==> config.mk <==
export PLATFORM = sky130hd
export DESIGN_NAME = keypad_scanner
export DESIGN_NICKNAME = d
export VERILOG_FILES = /design/src/rtl/keypad_pkg.sv /design/src/rtl/row_sync.sv /design/src/rtl/keypad_scanner.sv
export SDC_FILE = /design/constraint.sdc
export NUM_CORES = 1
export LEC_CHECK = 0
export ABC_AREA = 1
export CAP_MARGIN = 40
export CORE_ASPECT_RATIO = 0.7
export CORE_UTILIZATION = 55
export CTS_CLUSTER_DIAMETER = 40
export DETAILED_ROUTE_END_ITERATION = 10
export PLACE_DENSITY = 0.76
export REMOVE_ABC_BUFFERS = 1
export SLEW_MARGIN = 25
export SYNTH_ARGS = -nofsm -noshare
export SYNTH_HDL_FRONTEND = slang
export SYNTH_SLANG_ARGS = --single-unit
export TNS_END_PERCENT = 50
==> constraint.sdc <==
create_clock -name clk -period 8.3 [get_ports clk]
set_input_delay 1.66 -clock clk [delete_from_list [all_inputs] [get_ports clk]]
set_output_delay 1.66 -clock clk [all_outputs]
set_load 0.03 [all_outputs]
==> src/rtl/keypad_pkg.sv <==
// Shared types and constants for the 4x4 keypad scanner.
package keypad_pkg;

    localparam int NUM_ROWS = 4;
    localparam int NUM_COLS = 4;
    localparam int KEY_W    = 4;
    localparam int FRAME_W  = NUM_ROWS * NUM_COLS;

    // Sampling is folded into the last DRIVE dwell cycle, so only two states exist.
    typedef enum logic {
        DRIVE,
        EVAL
    } scan_state_t;

    typedef enum logic [1:0] {
        NONE,
        SINGLE,
        MULTI
    } frame_class_t;

    // Key index as seen downstream: {row[1:0], col[1:0]}.
    function automatic logic [KEY_W-1:0] key_index(input int r, input int c);
        return KEY_W'(r * NUM_COLS + c);
    endfunction

endpackage

==> src/rtl/row_sync.sv <==
// Two-flop synchronizer for asynchronous inputs; resets to all-ones so an
// idle (pulled-up) keypad row reads as released straight out of reset.
module row_sync #(
    parameter int WIDTH = 4
) (
    input  logic             clk,
    input  logic             reset,
    input  logic [WIDTH-1:0] d,
    output logic [WIDTH-1:0] q
);

    logic [WIDTH-1:0] meta;

    // Two back-to-back capture stages to settle metastability.
    always_ff @(posedge clk) begin
        if (reset) begin
            meta <= '1;
            q    <= '1;
        end else begin
            meta <= d;
            q    <= meta;
        end
    end

endmodule

==> src/rtl/keypad_scanner.sv <==
// 4x4 matrix keypad scanner: walks one active-low column at a time, samples
// the synchronized rows at the end of each column dwell, classifies every
// full frame and debounces across frames before updating the key outputs.
module keypad_scanner
    import keypad_pkg::*;
#(
    parameter int SCAN_DIV     = 50000,
    parameter int DEBOUNCE_CNT = 4
) (
    input  logic                clk,
    input  logic                reset,
    input  logic [NUM_ROWS-1:0] row_in,
    output logic [NUM_COLS-1:0] col_out,
    output logic [KEY_W-1:0]    buttonNum,
    output logic                valid,
    output logic                press
);

    localparam int DW = (SCAN_DIV > 1) ? $clog2(SCAN_DIV) : 1;
    localparam int SW = $clog2(DEBOUNCE_CNT + 1);
    localparam logic [DW-1:0] DWELL_LAST = DW'(SCAN_DIV - 1);
    localparam logic [SW-1:0] STAB_MAX   = SW'(DEBOUNCE_CNT);

    logic [NUM_ROWS-1:0] row_s;

    scan_state_t         state;
    logic [DW-1:0]       dwell;
    logic [1:0]          col;
    logic [FRAME_W-1:0]  frame;
    logic [FRAME_W-1:0]  frame_nxt;

    frame_class_t        cand_cls;
    logic [KEY_W-1:0]    cand_key;
    logic [SW-1:0]       stab;

    frame_class_t        cls;
    logic [KEY_W-1:0]    fkey;
    logic [4:0]          nset;
    logic                same;
    logic [SW-1:0]       stab_nxt;
    logic                commit;
    logic                dwell_end;

    row_sync #(.WIDTH(NUM_ROWS)) u_row_sync (
        .clk   (clk),
        .reset (reset),
        .d     (row_in),
        .q     (row_s)
    );

    assign dwell_end = (dwell == DWELL_LAST);

    // Merge the current column's pressed rows into the frame vector.
    always_comb begin
        frame_nxt = frame;
        for (int r = 0; r < NUM_ROWS; r++) begin
            for (int c = 0; c < NUM_COLS; c++) begin
                if (col == 2'(c))
                    frame_nxt[key_index(r, c)] = ~row_s[r];
            end
        end
    end

    // Classify the completed frame: count set bits and remember the last one.
    always_comb begin
        nset = '0;
        fkey = '0;
        for (int i = 0; i < FRAME_W; i++) begin
            if (frame[i]) begin
                nset = nset + 5'd1;
                fkey = KEY_W'(i);
            end
        end
        if (nset == 5'd0)
            cls = NONE;
        else if (nset == 5'd1)
            cls = SINGLE;
        else
            cls = MULTI;
    end

    // Debounce step: a key index only distinguishes SINGLE frames.
    always_comb begin
        same = (cls == cand_cls) && ((cls != SINGLE) || (fkey == cand_key));
        if (!same)
            stab_nxt = SW'(1);
        else if (stab == STAB_MAX)
            stab_nxt = STAB_MAX;
        else
            stab_nxt = stab + SW'(1);
        commit = (stab_nxt == STAB_MAX);
    end

    // Scan FSM with dwell/column counters, frame capture, debounce and outputs.
    always_ff @(posedge clk) begin
        if (reset) begin
            state     <= DRIVE;
            dwell     <= '0;
            col       <= 2'd0;
            col_out   <= 4'b1110;
            frame     <= '0;
            cand_cls  <= NONE;
            cand_key  <= '0;
            stab      <= '0;
            buttonNum <= '0;
            valid     <= 1'b0;
            press     <= 1'b0;
        end else begin
            press <= 1'b0;

            // Dwell counting; the last dwell cycle doubles as the sample slot.
            if (dwell_end) begin
                dwell   <= '0;
                col     <= col + 2'd1;
                col_out <= {col_out[NUM_COLS-2:0], col_out[NUM_COLS-1]};
                frame   <= frame_nxt;
            end else begin
                dwell <= dwell + DW'(1);
            end

            case (state)
                DRIVE: begin
                    if (dwell_end && (col == 2'd3))
                        state <= EVAL;
                end
                EVAL: begin
                    // Overlaps column 0 dwell cycle 0; column 0 is sampled later.
                    state    <= DRIVE;
                    cand_cls <= cls;
                    cand_key <= fkey;
                    stab     <= stab_nxt;
                    if (commit) begin
                        case (cls)
                            SINGLE: begin
                                if (!valid || (buttonNum != fkey)) begin
                                    buttonNum <= fkey;
                                    valid     <= 1'b1;
                                    press     <= 1'b1;
                                end
                            end
                            NONE:    valid <= 1'b0;
                            default: ; // chords leave outputs untouched
                        endcase
                    end
                end
                default: state <= DRIVE;
            endcase
        end
    end

endmodule

# Yosys cells after proc, flatten, opt, wreduce, memory -nomap -nowiden
# Cells that the tools add are included.
# W data, S select, Z words.
# word_totals
in_bits	6
out_inout_bits	10
ff_bits	62
# op_classes
n_eq_ne	13
reduce_logical	17
mux	40
bitwise	7
addsub	18
# ops
operator	count
$add A5 B1 Y5 const B	15
$mux W5	15
$mux W4	14
$add A16 B1 Y16 const B	1
$eq A16 B16 Y1 const B	1
$reduce_and A2 Y1	4
$reduce_and A4 Y1	2
$not A1 Y1	7
$eq A3 B3 Y1 const B	2
$mux W3	2
$eq A5 B1 Y1 const B	1
$logic_not A5 Y1	1
$mux W1	5
$eq A2 B1 Y1 const B	2
$eq A2 B2 Y1 const B	2
$eq A4 B4 Y1	1
$logic_not A2 Y1	2
$mux W2	2
$ne A4 B4 Y1	1
$pmux W1 S2	2
$reduce_or A4 Y1	1
$add A3 B1 Y3 const B	1
$add A2 B1 Y2 const B	1
$eq A2 B2 Y1	1
7 further kinds	9

# Longest topological paths before layout
# depth
word_depth	41
ltp_mapped	60

# By module
# From an unflattened synthesis, not the netlist that was laid out.
# unflattened
hier_cells	680
area_unflattened_um2	4315.4
# by_module_without_submodules
mod	area_each_um2	n_inst	cells_per_inst	seq_area_each_um2
keypad_scanner	4091.4	1	655	1081.0
row_sync	224.0	1	25	160.2

# Least setup slack after synthesis
# No wires, ideal clock.
# synth_timing
path_kind	reg2reg
from	register frame[0]
to	register buttonNum[3]
synth_period_minus_slack_ns	8.084
setup_slack_ns	0.216
stages_incl_launch_ff	60
setup_ns	0.129
n_path_buf	0
arrival_ns	7.955
cell_sequence	dfxtp_1 inv_1 ha_1 inv_1 nand2_2 nand2_1 inv_1 ha_1 nand2_1 nand2_1 ha_1 or2_1 nand2_1 inv_1 ha_1 nand2_1 nand2_2 ha_1 (+24 left out) ha_1 or2_2 nand2_1 inv_2 ha_1 inv_1 o21ai_0 nor2_2 nand3_4 inv_1 nand2_2 nand2_1 nand2_4 nand3_2 nor2_2 nand3_1 nand2_1 a21oi_1
# synth_between
elab_chain_len	40
word_cells_on_any_way	43
# synth_rtl
element	line	text
start: declaration	keypad_scanner.sv:29	logic [FRAME_W-1:0] frame;
start signal: assignment	keypad_scanner.sv:116	frame <= frame_nxt;
$mux W1 *	keypad_scanner.sv:69	if (frame[i]) begin
$add A5 B1 Y5	keypad_scanner.sv:70	nset = nset + 5'd1;
$mux W5 *	keypad_scanner.sv:69	
$add A5 B1 Y5	keypad_scanner.sv:70	
$mux W5 *	keypad_scanner.sv:69	
$add A5 B1 Y5	keypad_scanner.sv:70	
$mux W5 *	keypad_scanner.sv:69	
$add A5 B1 Y5	keypad_scanner.sv:70	
(+24 left out)	--	
$mux W2	keypad_scanner.sv:76	else if (nset == 5'd1)
$mux W2 *	keypad_scanner.sv:74	if (nset == 5'd0)
$ne A2 B1 Y1	keypad_scanner.sv:84	same = (cls == cand_cls) && ((cls != SINGLE) || (fkey == cand_key));
$logic_or A1 B1 Y1	keypad_scanner.sv:84	
$logic_and A1 B1 Y1	keypad_scanner.sv:84	
$mux W3	keypad_scanner.sv:85	if (!same)
$eq A3 B3 Y1	keypad_scanner.sv:91	commit = (stab_nxt == STAB_MAX);
$reduce_and A4 Y1 (no source line) *	--	
end signal: assignment	keypad_scanner.sv:136	buttonNum <= fkey;
end: declaration	keypad_scanner.sv:14	output logic [KEY_W-1:0] buttonNum,
# Every way passes the cells marked *; elsewhere a longest branch is shown, timed or not.
# A chain may end at the register's enable or synchronous reset.

# Worst setup path after layout
# layout_timing
from	register frame[0]
to	register buttonNum[1]
# Same word-level chain as after synthesis.

==> flow_metrics.py <==
metrics = {
    "outcome": {
        "status": "finished, final reports clean",
    },
    "timing": {
        "tightest_slew_ps": 709.2,
        "hold_ws_ps": 413.9,
        "fin_crit_ps": 8023,
        "relSlewSlack_pct": 52.43,
        "setup_ws_ps": 277.2,
        "hold_viol": 0,
        "timing.fmax_mhz": 124.6,
        "finalSetupViolCount": 0,
        "fin_crit_sh_pct": 96.66,
        "slew_violations": 0,
        "finClkSkew_ps": 5.488,
    },
    "layout": {
        "multi_input_area_mm2": 0.002988,
        "ff_latch_area_mm2": 0.001244,
        "area_delta_synth_final_pct": 28.63,
        "finish.instance_area_mm2": 0.005593,
        "post-route-util_pct": 74.75,
        "drive_above_1_share_pct": 28.21,
        "fin_nets": 771,
        "diodes": 0,
        "n_fill_cell": 559,
    },
    "floorplanning": {
        "ioPinCount": 16,
        "row_count": 26,
        "core_area_mm2": 0.007482,
        "die-area_mm2": 0.008271,
        "start_util_pct": 58.11,
        "die_w_um": 108.3,
        "die_y_um": 76.39,
    },
    "critical_path": {
        "r2r_end": "buttonNum[1]",
        "critPathMaxFanout": 5,
        "rr_worst_depth": 57,
        "path_common_cell": "nand2_2",
        "cp-start-kind": "flop",
        "critical_path.max_stage_delay_ps": 330,
        "crit_family": "simple AND/OR/NAND/NOR gates",
        "slowest_stage": "dfxtp_2",
        "crit-reg2reg-launch": "frame[0]",
        "critPathBufInv": 7,
        "cp.arrival_ps": 8280,
        "critPathKind": "reg -> reg",
        "setup.worst_path.end_class": "flop",
        "r2r_slack_ps": 280,
        "required_ps": 8560,
    },
    "yosys": {
        "yosysSeqAreaShare_pct": 28.55,
        "ys_types": 40,
        "synth_area_per_cell_um2": 6.413,
        "synth_edf_count": 0,
        "synth_area_mm2": 0.004348,
        "synth_seq_cells": 62,
        "yosys_warnings": 0,
        "synthFlopType": "dfxtp_1",
        "synthCells": 678,
        "postSynth.asyncResetShare_pct": 0,
    },
    "cts": {
        "root_buffer": "clkbuf_16",
        "cts.sinks": 62,
        "cts_buffers": 9,
        "clock_latency_ps": 330,
        "clk_pin_slew_ps": 50,
        "cts_max_level": 3,
        "cts_buffer_depth": 2,
        "cts_tree": "yes",
    },
    "placed_design": {
        "hpwlAfterDp_um": 7058,
        "routabilityCongestion": 0.8381,
        "placed_cell_area_mm2": 0.004639,
        "dp_slack_ps": -406.8,
        "io_buffers": 15,
    },
    "global_routing": {
        "grt_usage_pct": 27.02,
        "grt_pass1_vias": 4169,
        "overflow": 0,
        "grt_pass1_wl_um": 18120,
        "grt_max_degree": 29,
        "grt_antenna_before_repair": 0,
    },
    "power": {
        "p_total_mw": 0.6830,
        "p_per_area_mw_per_mm2": 122.1,
        "leakage_nw": 2.861,
        "ir_drop_mv": 0.1582,
    },
    "routing": {
        "wire_per_inst_um": 13.17,
        "drc": 0,
        "viasPerCell": 5.344,
        "drtAntennaViolNets": 0,
        "wl_um": 11140,
        "initialDrtViolationCount": 246,
        "drtPass1Iterations": 5,
        "via_count": 4521,
    },
    "hold_path": {
        "hold_path.class": "reg -> reg",
        "hold_depth": 1,
        "holdPathEnd": "u_row_sync.q[0]",
        "min_from": "u_row_sync.meta[0]",
    },
    "run": {
        "max_cap_violations": 0,
    },
}
## layout make-up
type | count | share of cell area (%)
inverter | 121 | 8.121
multi-input combinational | 490 | 53.42
clock buffer | 10 | 4.273
timing repair buffer | 59 | 8.658
tap | 98 | 2.192
sequential | 62 | 22.24
clock inverter | 6 | 1.096
## worst max path at each step
stage          slack, ps            to  depth (start not counted)  startpoint
2_1_floorplan        230  buttonNum[3]                         59    frame[0]
3_3_place_gp          70  buttonNum[0]                         59    frame[1]
3_5_place_dp        -410  buttonNum[3]                         59    frame[1]
4_1_cts               20  buttonNum[3]                         58    frame[1]
5_1_grt             -130  buttonNum[1]                         58    frame[0]
6_report             280  buttonNum[1]                         57    frame[0]
## placed cells by master (no fill, tap or decap), drive strengths merged, types with 5 or more instances in the layout
| master | n |
|---|---|
| nor2 | 52 |
| nor3 | 7 |
| or2 | 13 |
| dfxtp | 62 |
| nand3b | 7 |
| o22ai | 5 |
| clkdlybuf4s50 | 15 |
| buf | 44 |
| inv | 117 |
| xor2 | 8 |
| o21ai | 29 |
| ha | 22 |
| a21oi | 37 |
| nand3 | 69 |
| clkinv | 8 |
| nand2 | 217 |
| clkbuf | 10 |
## power breakdown
part / switching [mW] / internal, mW / total [mW]
Combinational: 0.00636 / 0.00463 / 0.0110
Clock: 0.130 / 0.239 / 0.369
Sequential: 0.00195 / 0.301 / 0.303
## sequential cells by signal, summed over array words and instances, names as in the netlist
register,count
dwell,16
frame,16
buttonNum,4
cand_key,4
col_out,4
u_row_sync.meta,4
u_row_sync.q,4
stab,3
cand_cls,2
col,2
press,1
state,1
valid,1
## kinds of logic after synthesis
kind of cell	Yosys count	share of synthesized area, %
compound gates	84	10.76
xor+xnor	9	1.813
fa+ha+maj	22	6.331
buf+inv	126	10.88
flops	62	28.55
simple gates	375	41.67
## worst reg2reg max path, delay by kind of cell, from the launching register on
| family | cells | cell delay [ps] |
|---|---|---|
| adders and majority gates | 14 | 3450 |
| DFF | 1 | 330 |
| and+or+nand+nor | 33 | 3520 |
| buffers and inverters | 7 | 400 |
| AOI/OAI and AO/OA | 3 | 260 |
## metal layers
layer / GRT usage (%) / routed length, um / part of all wire [%] / vias to the layer above
li1: - / - / - / 2284
met2: 45.35 / 5208 / 47 / 129
met5: 0 / 0 / 0 / -
met1: 35.33 / 5287 / 47 / 2088
met3: 4.192 / 467 / 4.2 / 20
met4: 8.649 / 176 / 1.6 / 0
## cell usage after synthesis (3+ instances only)
library cell	number	area (um2)
a21boi_0	3	22.52
a21oi_1	37	185.2
clkbuf_1	5	18.77
clkinv_1	4	15.01
dfxtp_1	62	1241
ha_1	22	275.3
inv_1	108	405.4
inv_2	9	33.78
nand2_1	179	671.9
nand2_2	34	212.7
nand2_4	4	45.04
nand3_1	58	290.3
nand3_2	10	100.1
nand3b_1	6	45.04
nor2_1	46	172.7
nor2_2	4	25.02
nor3_1	7	35.03
nor3b_1	3	22.52
nor4_1	3	18.77
o211ai_1	3	22.52
o21ai_0	27	135.1
o22ai_1	5	31.28
or2_2	12	75.07
xor2_1	8	70.07
## metrics by stage
step | std cells | TNS (ps)
after global routing | 846 | -446.5
after CTS | 841 | 0
after detailed placement | 791 | -2518
after global placement | 791 | 0
final | 846 | 0
after floorplan | 673 | 0
## repair_timing
action | in CTS | in global routing
pin swaps | 16 | 49
endpoints found under the setup margin | 9 | 11
hold endpoints to repair | 0 | 0
setup buffers | 34 | 10
hold buffers | 0 | 0
resized for setup | 21 | 64
Power figures use the tool's default switching activity.
